`src/rtl/mem_arbiter_pkg.sv`:
```
// Shared constants, FSM state and requester encodings for the memory arbiter.
// Latency: none (definitions only).
// Backpressure: none (definitions only).
package mem_arbiter_pkg;

    localparam int DATA_W = 16;
    localparam int ADDR_W = 16;
    localparam int DEPTH  = 128;
    localparam int MEM_AW = $clog2(DEPTH);

    typedef enum logic [2:0] {
        IDLE     = 3'd0,
        ISSUE_IF = 3'd1,
        DONE_IF  = 3'd2,
        ISSUE_D  = 3'd3,
        DONE_D   = 3'd4
    } state_t;

    typedef enum logic {
        REQ_IF = 1'b0,
        REQ_D  = 1'b1
    } req_id_t;

    function automatic logic in_range(input logic [ADDR_W-1:0] addr);
        return addr < ADDR_W'(DEPTH);
    endfunction

endpackage

```
`src/rtl/mem_arbiter_if.sv`:
```
// Requester and memory-port signals of the arbiter, bundled.
// Latency: none (wiring only).
// Backpressure: req held until ack; the arbiter is the only memory master.
interface mem_arbiter_if;
    import mem_arbiter_pkg::*;

    logic              if_req;
    logic [ADDR_W-1:0] if_addr;
    logic              if_ack;
    logic [DATA_W-1:0] if_rdata;
    logic              if_err;

    logic              d_req;
    logic              d_we;
    logic [ADDR_W-1:0] d_addr;
    logic [DATA_W-1:0] d_wdata;
    logic              d_ack;
    logic [DATA_W-1:0] d_rdata;
    logic              d_err;

    logic              mem_en;
    logic              mem_we;
    logic [MEM_AW-1:0] mem_addr;
    logic [DATA_W-1:0] mem_wdata;
    logic [DATA_W-1:0] mem_rdata;

    modport slave (
        input  if_req, if_addr, d_req, d_we, d_addr, d_wdata, mem_rdata,
        output if_ack, if_rdata, if_err, d_ack, d_rdata, d_err,
               mem_en, mem_we, mem_addr, mem_wdata
    );

    modport master (
        output if_req, if_addr, d_req, d_we, d_addr, d_wdata, mem_rdata,
        input  if_ack, if_rdata, if_err, d_ack, d_rdata, d_err,
               mem_en, mem_we, mem_addr, mem_wdata
    );

endinterface

```
`src/rtl/mem_arbiter_arb_prio.sv`:
```
// Fixed load/store-first priority select with a saturating fetch-starvation override.
// Latency: grant is combinational; the starve counter updates on the granting edge.
// Backpressure: the loser is not latched; it simply keeps requesting.
module arb_prio
    import mem_arbiter_pkg::*;
#(
    parameter int STARVE_MAX = 3
) (
    input  logic    clk,
    input  logic    rst_n,
    input  logic    if_req,
    input  logic    d_req,
    input  logic    grant_take,
    output req_id_t grant_id,
    output logic    grant_valid
);

    localparam int CNT_W = $clog2(STARVE_MAX + 1);

    logic [CNT_W-1:0] starve_cnt;
    logic             starved;

    assign starved = (starve_cnt == CNT_W'(STARVE_MAX));

    always_comb begin
        grant_valid = if_req | d_req;
        grant_id    = (d_req && !(if_req && starved)) ? REQ_D : REQ_IF;
    end

    always_ff @(posedge clk or negedge rst_n) begin
        if (!rst_n) begin
            starve_cnt <= '0;
        end else if (grant_take) begin
            if (grant_id == REQ_IF) begin
                starve_cnt <= '0;
            end else if (if_req && !starved) begin
                starve_cnt <= starve_cnt + 1'b1;
            end
        end
    end

endmodule

```
`src/rtl/mem_arbiter.sv`:
```
// Serialises fetch and load/store requests onto one synchronous memory port.
// Latency: req seen in IDLE -> mem strobe next cycle -> ack pulse 3 cycles after req.
// Backpressure: requesters hold req until ack; the unserved side simply waits.
module mem_arbiter
    import mem_arbiter_pkg::*;
#(
    parameter int STARVE_MAX = 3
) (
    input  logic         clk,
    input  logic         rst_n,
    mem_arbiter_if.slave bus
);

    state_t            state;
    req_id_t           grant_id;
    logic              grant_valid;
    logic              arb_ok;
    logic              oor_q;
    logic              we_q;
    logic [ADDR_W-1:0] gaddr;
    logic              gstore;

    // The IDLE cycle carrying an ack must not arbitrate: the acked requester's
    // req is still the old, already-served transaction at that point.
    assign arb_ok = (state == IDLE) && !bus.if_ack && !bus.d_ack;

    arb_prio #(.STARVE_MAX(STARVE_MAX)) u_arb (
        .clk         (clk),
        .rst_n       (rst_n),
        .if_req      (bus.if_req & arb_ok),
        .d_req       (bus.d_req & arb_ok),
        .grant_take  (grant_valid),
        .grant_id    (grant_id),
        .grant_valid (grant_valid)
    );

    always_comb begin
        gaddr  = (grant_id == REQ_D) ? bus.d_addr : bus.if_addr;
        gstore = (grant_id == REQ_D) && bus.d_we;
    end

    always_ff @(posedge clk or negedge rst_n) begin
        if (!rst_n) begin
            state         <= IDLE;
            oor_q         <= 1'b0;
            we_q          <= 1'b0;
            bus.mem_en    <= 1'b0;
            bus.mem_we    <= 1'b0;
            bus.mem_addr  <= '0;
            bus.mem_wdata <= '0;
            bus.if_ack    <= 1'b0;
            bus.if_err    <= 1'b0;
            bus.if_rdata  <= '0;
            bus.d_ack     <= 1'b0;
            bus.d_err     <= 1'b0;
            bus.d_rdata   <= '0;
        end else begin
            bus.mem_en <= 1'b0;
            bus.mem_we <= 1'b0;
            bus.if_ack <= 1'b0;
            bus.if_err <= 1'b0;
            bus.d_ack  <= 1'b0;
            bus.d_err  <= 1'b0;
            case (state)
                IDLE: begin
                    if (grant_valid) begin
                        oor_q <= !in_range(gaddr);
                        we_q  <= gstore;
                        if (in_range(gaddr)) begin
                            bus.mem_en   <= 1'b1;
                            bus.mem_we   <= gstore;
                            bus.mem_addr <= gaddr[MEM_AW-1:0];
                            if (gstore) begin
                                bus.mem_wdata <= bus.d_wdata;
                            end
                        end
                        state <= (grant_id == REQ_D) ? ISSUE_D : ISSUE_IF;
                    end
                end
                ISSUE_IF: state <= DONE_IF;
                ISSUE_D:  state <= DONE_D;
                DONE_IF: begin
                    bus.if_ack   <= 1'b1;
                    bus.if_err   <= oor_q;
                    bus.if_rdata <= oor_q ? '0 : bus.mem_rdata;
                    state        <= IDLE;
                end
                DONE_D: begin
                    bus.d_ack <= 1'b1;
                    bus.d_err <= oor_q;
                    if (!we_q) begin
                        bus.d_rdata <= oor_q ? '0 : bus.mem_rdata;
                    end
                    state <= IDLE;
                end
                default: state <= IDLE;
            endcase
        end
    end

endmodule
```
`src/flat_wrapper.sv`:
```
// flat-port wrapper written by rule: the top's interface ports become plain ports
module mem_arbiter_flat import mem_arbiter_pkg::*;
#(
    parameter int STARVE_MAX = 3
)
  (clk, rst_n, bus_if_req, bus_if_addr, bus_d_req, bus_d_we, bus_d_addr, bus_d_wdata, bus_mem_rdata, bus_if_ack, bus_if_rdata, bus_if_err, bus_d_ack, bus_d_rdata, bus_d_err, bus_mem_en, bus_mem_we, bus_mem_addr, bus_mem_wdata);
  mem_arbiter_if bus_i ();
  input  logic clk;
  input  logic rst_n;
  input wire logic [$bits(bus_i.if_req)-1:0] bus_if_req;
  input wire logic [$bits(bus_i.if_addr)-1:0] bus_if_addr;
  input wire logic [$bits(bus_i.d_req)-1:0] bus_d_req;
  input wire logic [$bits(bus_i.d_we)-1:0] bus_d_we;
  input wire logic [$bits(bus_i.d_addr)-1:0] bus_d_addr;
  input wire logic [$bits(bus_i.d_wdata)-1:0] bus_d_wdata;
  input wire logic [$bits(bus_i.mem_rdata)-1:0] bus_mem_rdata;
  output wire logic [$bits(bus_i.if_ack)-1:0] bus_if_ack;
  output wire logic [$bits(bus_i.if_rdata)-1:0] bus_if_rdata;
  output wire logic [$bits(bus_i.if_err)-1:0] bus_if_err;
  output wire logic [$bits(bus_i.d_ack)-1:0] bus_d_ack;
  output wire logic [$bits(bus_i.d_rdata)-1:0] bus_d_rdata;
  output wire logic [$bits(bus_i.d_err)-1:0] bus_d_err;
  output wire logic [$bits(bus_i.mem_en)-1:0] bus_mem_en;
  output wire logic [$bits(bus_i.mem_we)-1:0] bus_mem_we;
  output wire logic [$bits(bus_i.mem_addr)-1:0] bus_mem_addr;
  output wire logic [$bits(bus_i.mem_wdata)-1:0] bus_mem_wdata;
  assign bus_i.if_req = bus_if_req;
  assign bus_i.if_addr = bus_if_addr;
  assign bus_i.d_req = bus_d_req;
  assign bus_i.d_we = bus_d_we;
  assign bus_i.d_addr = bus_d_addr;
  assign bus_i.d_wdata = bus_d_wdata;
  assign bus_i.mem_rdata = bus_mem_rdata;
  assign bus_if_ack = bus_i.if_ack;
  assign bus_if_rdata = bus_i.if_rdata;
  assign bus_if_err = bus_i.if_err;
  assign bus_d_ack = bus_i.d_ack;
  assign bus_d_rdata = bus_i.d_rdata;
  assign bus_d_err = bus_i.d_err;
  assign bus_mem_en = bus_i.mem_en;
  assign bus_mem_we = bus_i.mem_we;
  assign bus_mem_addr = bus_i.mem_addr;
  assign bus_mem_wdata = bus_i.mem_wdata;
  mem_arbiter #(.STARVE_MAX(STARVE_MAX)) u_core (.clk(clk), .rst_n(rst_n), .bus(bus_i));
endmodule
```
`config.mk`:
```
export PLATFORM = sky130hd
export DESIGN_NAME = mem_arbiter_flat
export DESIGN_NICKNAME = d
export VERILOG_FILES = /design/src/rtl/mem_arbiter_pkg.sv /design/src/rtl/mem_arbiter_if.sv /design/src/rtl/mem_arbiter_arb_prio.sv /design/src/rtl/mem_arbiter.sv /design/src/flat_wrapper.sv
export SDC_FILE = /design/constraint.sdc
export NUM_CORES = 1
export LEC_CHECK = 0
export ABC_AREA = 1
export ABC_CLOCK_PERIOD_IN_PS = 1600
export BUFFER_PORTS_ARGS = -buffer_cell sky130_fd_sc_hd__buf_4
export CORE_MARGIN = 1.5
export CORE_UTILIZATION = 43
export DETAILED_ROUTE_END_ITERATION = 12
export PLACE_DENSITY = 0.76
export SYNTH_ARGS = -nofsm -noshare
export SYNTH_HDL_FRONTEND = slang
export SYNTH_SLANG_ARGS = --single-unit
export TNS_END_PERCENT = 50
```
`constraint.sdc`:
```
create_clock -name clk -period 1.6 [get_ports clk]
set_input_delay 0.16 -clock clk [delete_from_list [all_inputs] [get_ports clk]]
set_output_delay 0.16 -clock clk [all_outputs]
set_load 0.01 [all_outputs]
```
==> qor.csv <==
stage,metric,value,unit
final_layout,diodes inserted,0,
power_and_ir_drop,PwrDens,1820,nW/um^2
clock_tree,# clock sinks,68,
clock_tree,CTS tree,done,
run_status,outcome,finished clean,
min_path,Hold Crit Depth,3,
power_and_ir_drop,clock share of power,0.211,
worst_setup_path,Worst Setup End Kind,flip-flop,
sta,final clock skew,0.0135,ns
clock_tree,Root Buffer,clkbuf_8,
logic_synthesis,unique cell type count in the Yosys netlist,29,
global_route,first-pass GRT wire length,11800,um
logic_synthesis,Syn. warnings,0,
sta,final setup fails,0,
detailed_routing,Routed WL,7320,um
floorplan,initial core utilization,0.447,
worst_setup_path,CP Launch Type,flip-flop,
sta,Worst Max-Slew Pin Slew,0.457,ns
power_and_ir_drop,Switching Share,0.348,
clock_tree,Clock transition at path regs,0.08,ns
global_route,vias in the first global route,2565,
detailed_routing,DR iter-0 viols,78,
detailed_routing,Via Count,2572,
final_layout,share of layout cells above drive strength 1,0.481,
detailed_routing,post-route ant nets,0,
sta,RSZ-0062 raised after global routing,yes,
worst_setup_path,WP data arrival,1.82,ns
floorplan,FP Rows,30,
min_path,worst min path class,in -> reg,
power_and_ir_drop,Leakage,2.53,nW
logic_synthesis,Mapped Cells,295,
final_layout,Final Util,0.669,
logic_synthesis,Syn Nets,365,
logic_synthesis,biggest area consumer among synthesized cells,dfrtp_1,
clock_tree,Clock Latency Late Sink,0.33,ns
detailed_routing,DRC Markers,0,
detailed_routing,routed vias/inst,4.74,
global_route,Overall Global Routing Usage,0.202,
power_and_ir_drop,sequential share of power,0.349,
logic_synthesis,async set-reset flop share out of synthesis,1.00,
detailed_routing,Initial DRT Pass Iterations,4,
final_layout,area growth from synthesis to layout,49.8,%
place,Port Buffers,129,
detailed_routing,Avg WL per Cell,13.5,um
logic_synthesis,synth top area cells,"dfrtp_1 (56%), mux2_2 (12%), nand2_1 (8.5%), nand4_1 (4.7%), inv_1 (3.3%)",
power_and_ir_drop,Peak VDD IR,0.770,mV
global_route,initial antenna violation count,0,
worst_setup_path,R2R cell count,8,
sta,max-slew violations,0,
final_layout,Final #Nets,512,
sta,Slew headroom,0.695,
floorplan,Std-Cell Core Area,6790,sq um
global_route,total grt overflow,0,
logic_synthesis,"Cell Area, Synth",3040,sq um
place,placer's final routability congestion estimate,0.771,
worst_setup_path,WP data required,1.87,ns
sta,Final period util,0.971,
power_and_ir_drop,Comb power frac,0.440,
clock_tree,CTS Buf Count,9,
logic_synthesis,"Seq/Total Area, Yosys",0.561,
place,pre-CTS WS,-0.0168,ns
place,hpwl dp,5500,um
logic_synthesis,syn avg cell area,10.3,sq um
worst_setup_path,Crit Path Category,reg -> reg,
worst_setup_path,crit-path max FO,17,
job,Max-cap violations,0,
clock_tree,CTS max path bufs,2,
power_and_ir_drop,P_int,0.00539,W
floorplan,Die X,87.0,um
clock_tree,Max H-tree Level,3,
logic_synthesis,post-synthesis register bit count,68,
sta,final setup TNS,0,ns
global_route,pin count of the biggest net entering global routing,36,
sta,Final min period,1.55,ns
floorplan,chip height,87.0,um
floorplan,IO Pins,130,
power_and_ir_drop,Psw,0.00288,W
sta,Final WS setup,0.0467,ns
sta,Fin. Hold Viols,0,
logic_synthesis,"EDFF count, synth",0,
logic_synthesis,Yosys top cell area share,0.561,
sta,fmax,644,MHz
logic_synthesis,ys flop type,dfrtp_1,
floorplan,Die ar.,7570,sq um
sequential cells by signal, indices dropped and copies added (netlist names):
register and cells:
u_core.bus.d_err 1, u_core.bus.d_rdata 16, u_core.state 3, u_core.u_arb.starve_cnt 2, u_core.bus.if_ack 1, u_core.bus.if_rdata 16
u_core.we_q 1, u_core.oor_q 1, u_core.bus.d_ack 1, u_core.bus.mem_wdata 16, u_core.bus.mem_we 1, u_core.bus.mem_addr 7
u_core.bus.mem_en 1, u_core.bus.if_err 1
cell families (layout without fill, tap and decap cells):
logic type      Yosys count  in the layout  share of synthesized area
mux                      32             32                      0.119
fa+ha+maj                 1              1                    0.00412
compound gates            4              4                     0.0124
buf+inv                  42            193                     0.0639
simple gates            148            149                      0.240
flops                    68             68                      0.561
power groups by stage:
| stage | Combinational [W] | Clock (W) | Sequential [W] |
|---|---|---|---|
| after floorplan | 0.00149 | 0 | 0.00315 |
| after global placement | 0.00347 | 0 | 0.00290 |
| after detailed placement | 0.00358 | 0 | 0.00291 |
| after CTS | 0.00359 | 0.00177 | 0.00289 |
| after global routing | 0.00397 | 0.00184 | 0.00298 |
| final | 0.00364 | 0.00174 | 0.00289 |
critical path, cell delays in order (launching register included):
cell,delay [ns]
dfrtp_1,0.42
nor2_4,0.12
nand2_2,0.08
nor2_4,0.13
nand3_4,0.13
nor2_4,0.19
buf_6,0.20
nand4_1,0.12
nand2_1,0.08
stage by stage:
stage	hold slack [ns]	cell area (sq um)	instances	power, W
final	0.0647	4550	543	0.00827
after global routing	0.0704	4550	543	0.00879
after floorplan	-0.136	3040	295	0.00465
after CTS	0.0544	4490	542	0.00824
after detailed placement	0.137	4230	525	0.00648
after global placement	0.139	4230	525	0.00637
timing repair:
| item | 4_1_cts | 5_1_grt |
|---|---|---|
| cloned | 0 | 1 |
| setup endpoints to repair | 9 | 24 |
| pin swaps | 1 | 1 |
| hold endpoints to repair | 34 | 0 |
| hold buffers | 1 | 0 |
| buffers inserted | 0 | 0 |
| resized for setup | 1 | 7 |
routing by layer:
metal	wire length (um)	share of wire	GRT usage
met4	78	0.011	0.0704
met1	2920	0.40	0.241
met5	0	0	0
met3	482	0.066	0.0427
met2	3840	0.52	0.358
area by class of cell:
cell class / instances / area [sq um]
fill: 549 / 2250
sequential: 68 / 1700
multi-input combinational: 186 / 1190
timing repair buffer: 146 / 1170
clock buffer: 12 / 155
tap: 96 / 120
inverter: 31 / 116
clock inverter: 4 / 95.1
cell usage in the layout, fill, tap and decap left out, types with 2 or more instances in the layout:
master	count
bufinv_16	3
nand2_1	67
mux2_2	32
nor2_2	2
nand2_2	3
inv_1	27
buf_12	5
nand3_4	2
nand4_1	23
nor2_4	4
nor2_1	26
buf_4	138
nand3_1	11
buf_6	2
inv_2	4
clkbuf_8	11
nor3_1	2
and2_0	2
nand4_4	3
dfrtp_1	68
worst paths after layout:
check,startpoint,endpoint,slack [ns]
setup / recovery,u_core.state[1]$_DFFE_PN0P_,u_core.bus.mem_wdata[0]$_DFFE_PN0P_,0.05
hold / removal,bus_d_wdata[12],u_core.bus.mem_wdata[12]$_DFFE_PN0P_,0.06
setup reg to reg,u_core.state[1]$_DFFE_PN0P_,u_core.bus.mem_wdata[0]$_DFFE_PN0P_,0.05
hold reg to reg,u_core.bus.mem_wdata[3]$_DFFE_PN0P_,u_core.bus.mem_wdata[3]$_DFFE_PN0P_,0.48
max in group asynchronous,rst_n,u_core.bus.if_rdata[3]$_DFFE_PN0P_,0.75
min in group asynchronous,rst_n,u_core.bus.mem_wdata[8]$_DFFE_PN0P_,0.30
cells in the mapped netlist, types with 2 or more instances:
master    number
nand4_1       23
mux2_2        32
buf_6          4
inv_1         27
nor2_1        27
inv_2          4
clkbuf_1       4
and2_0         2
nand3_1       11
nor2_4         4
nor3_1         2
buf_2          2
nand2_1       69
dfrtp_1       68
nand2_2        2
No activity file was read; power rests on OpenSTA's default activity.
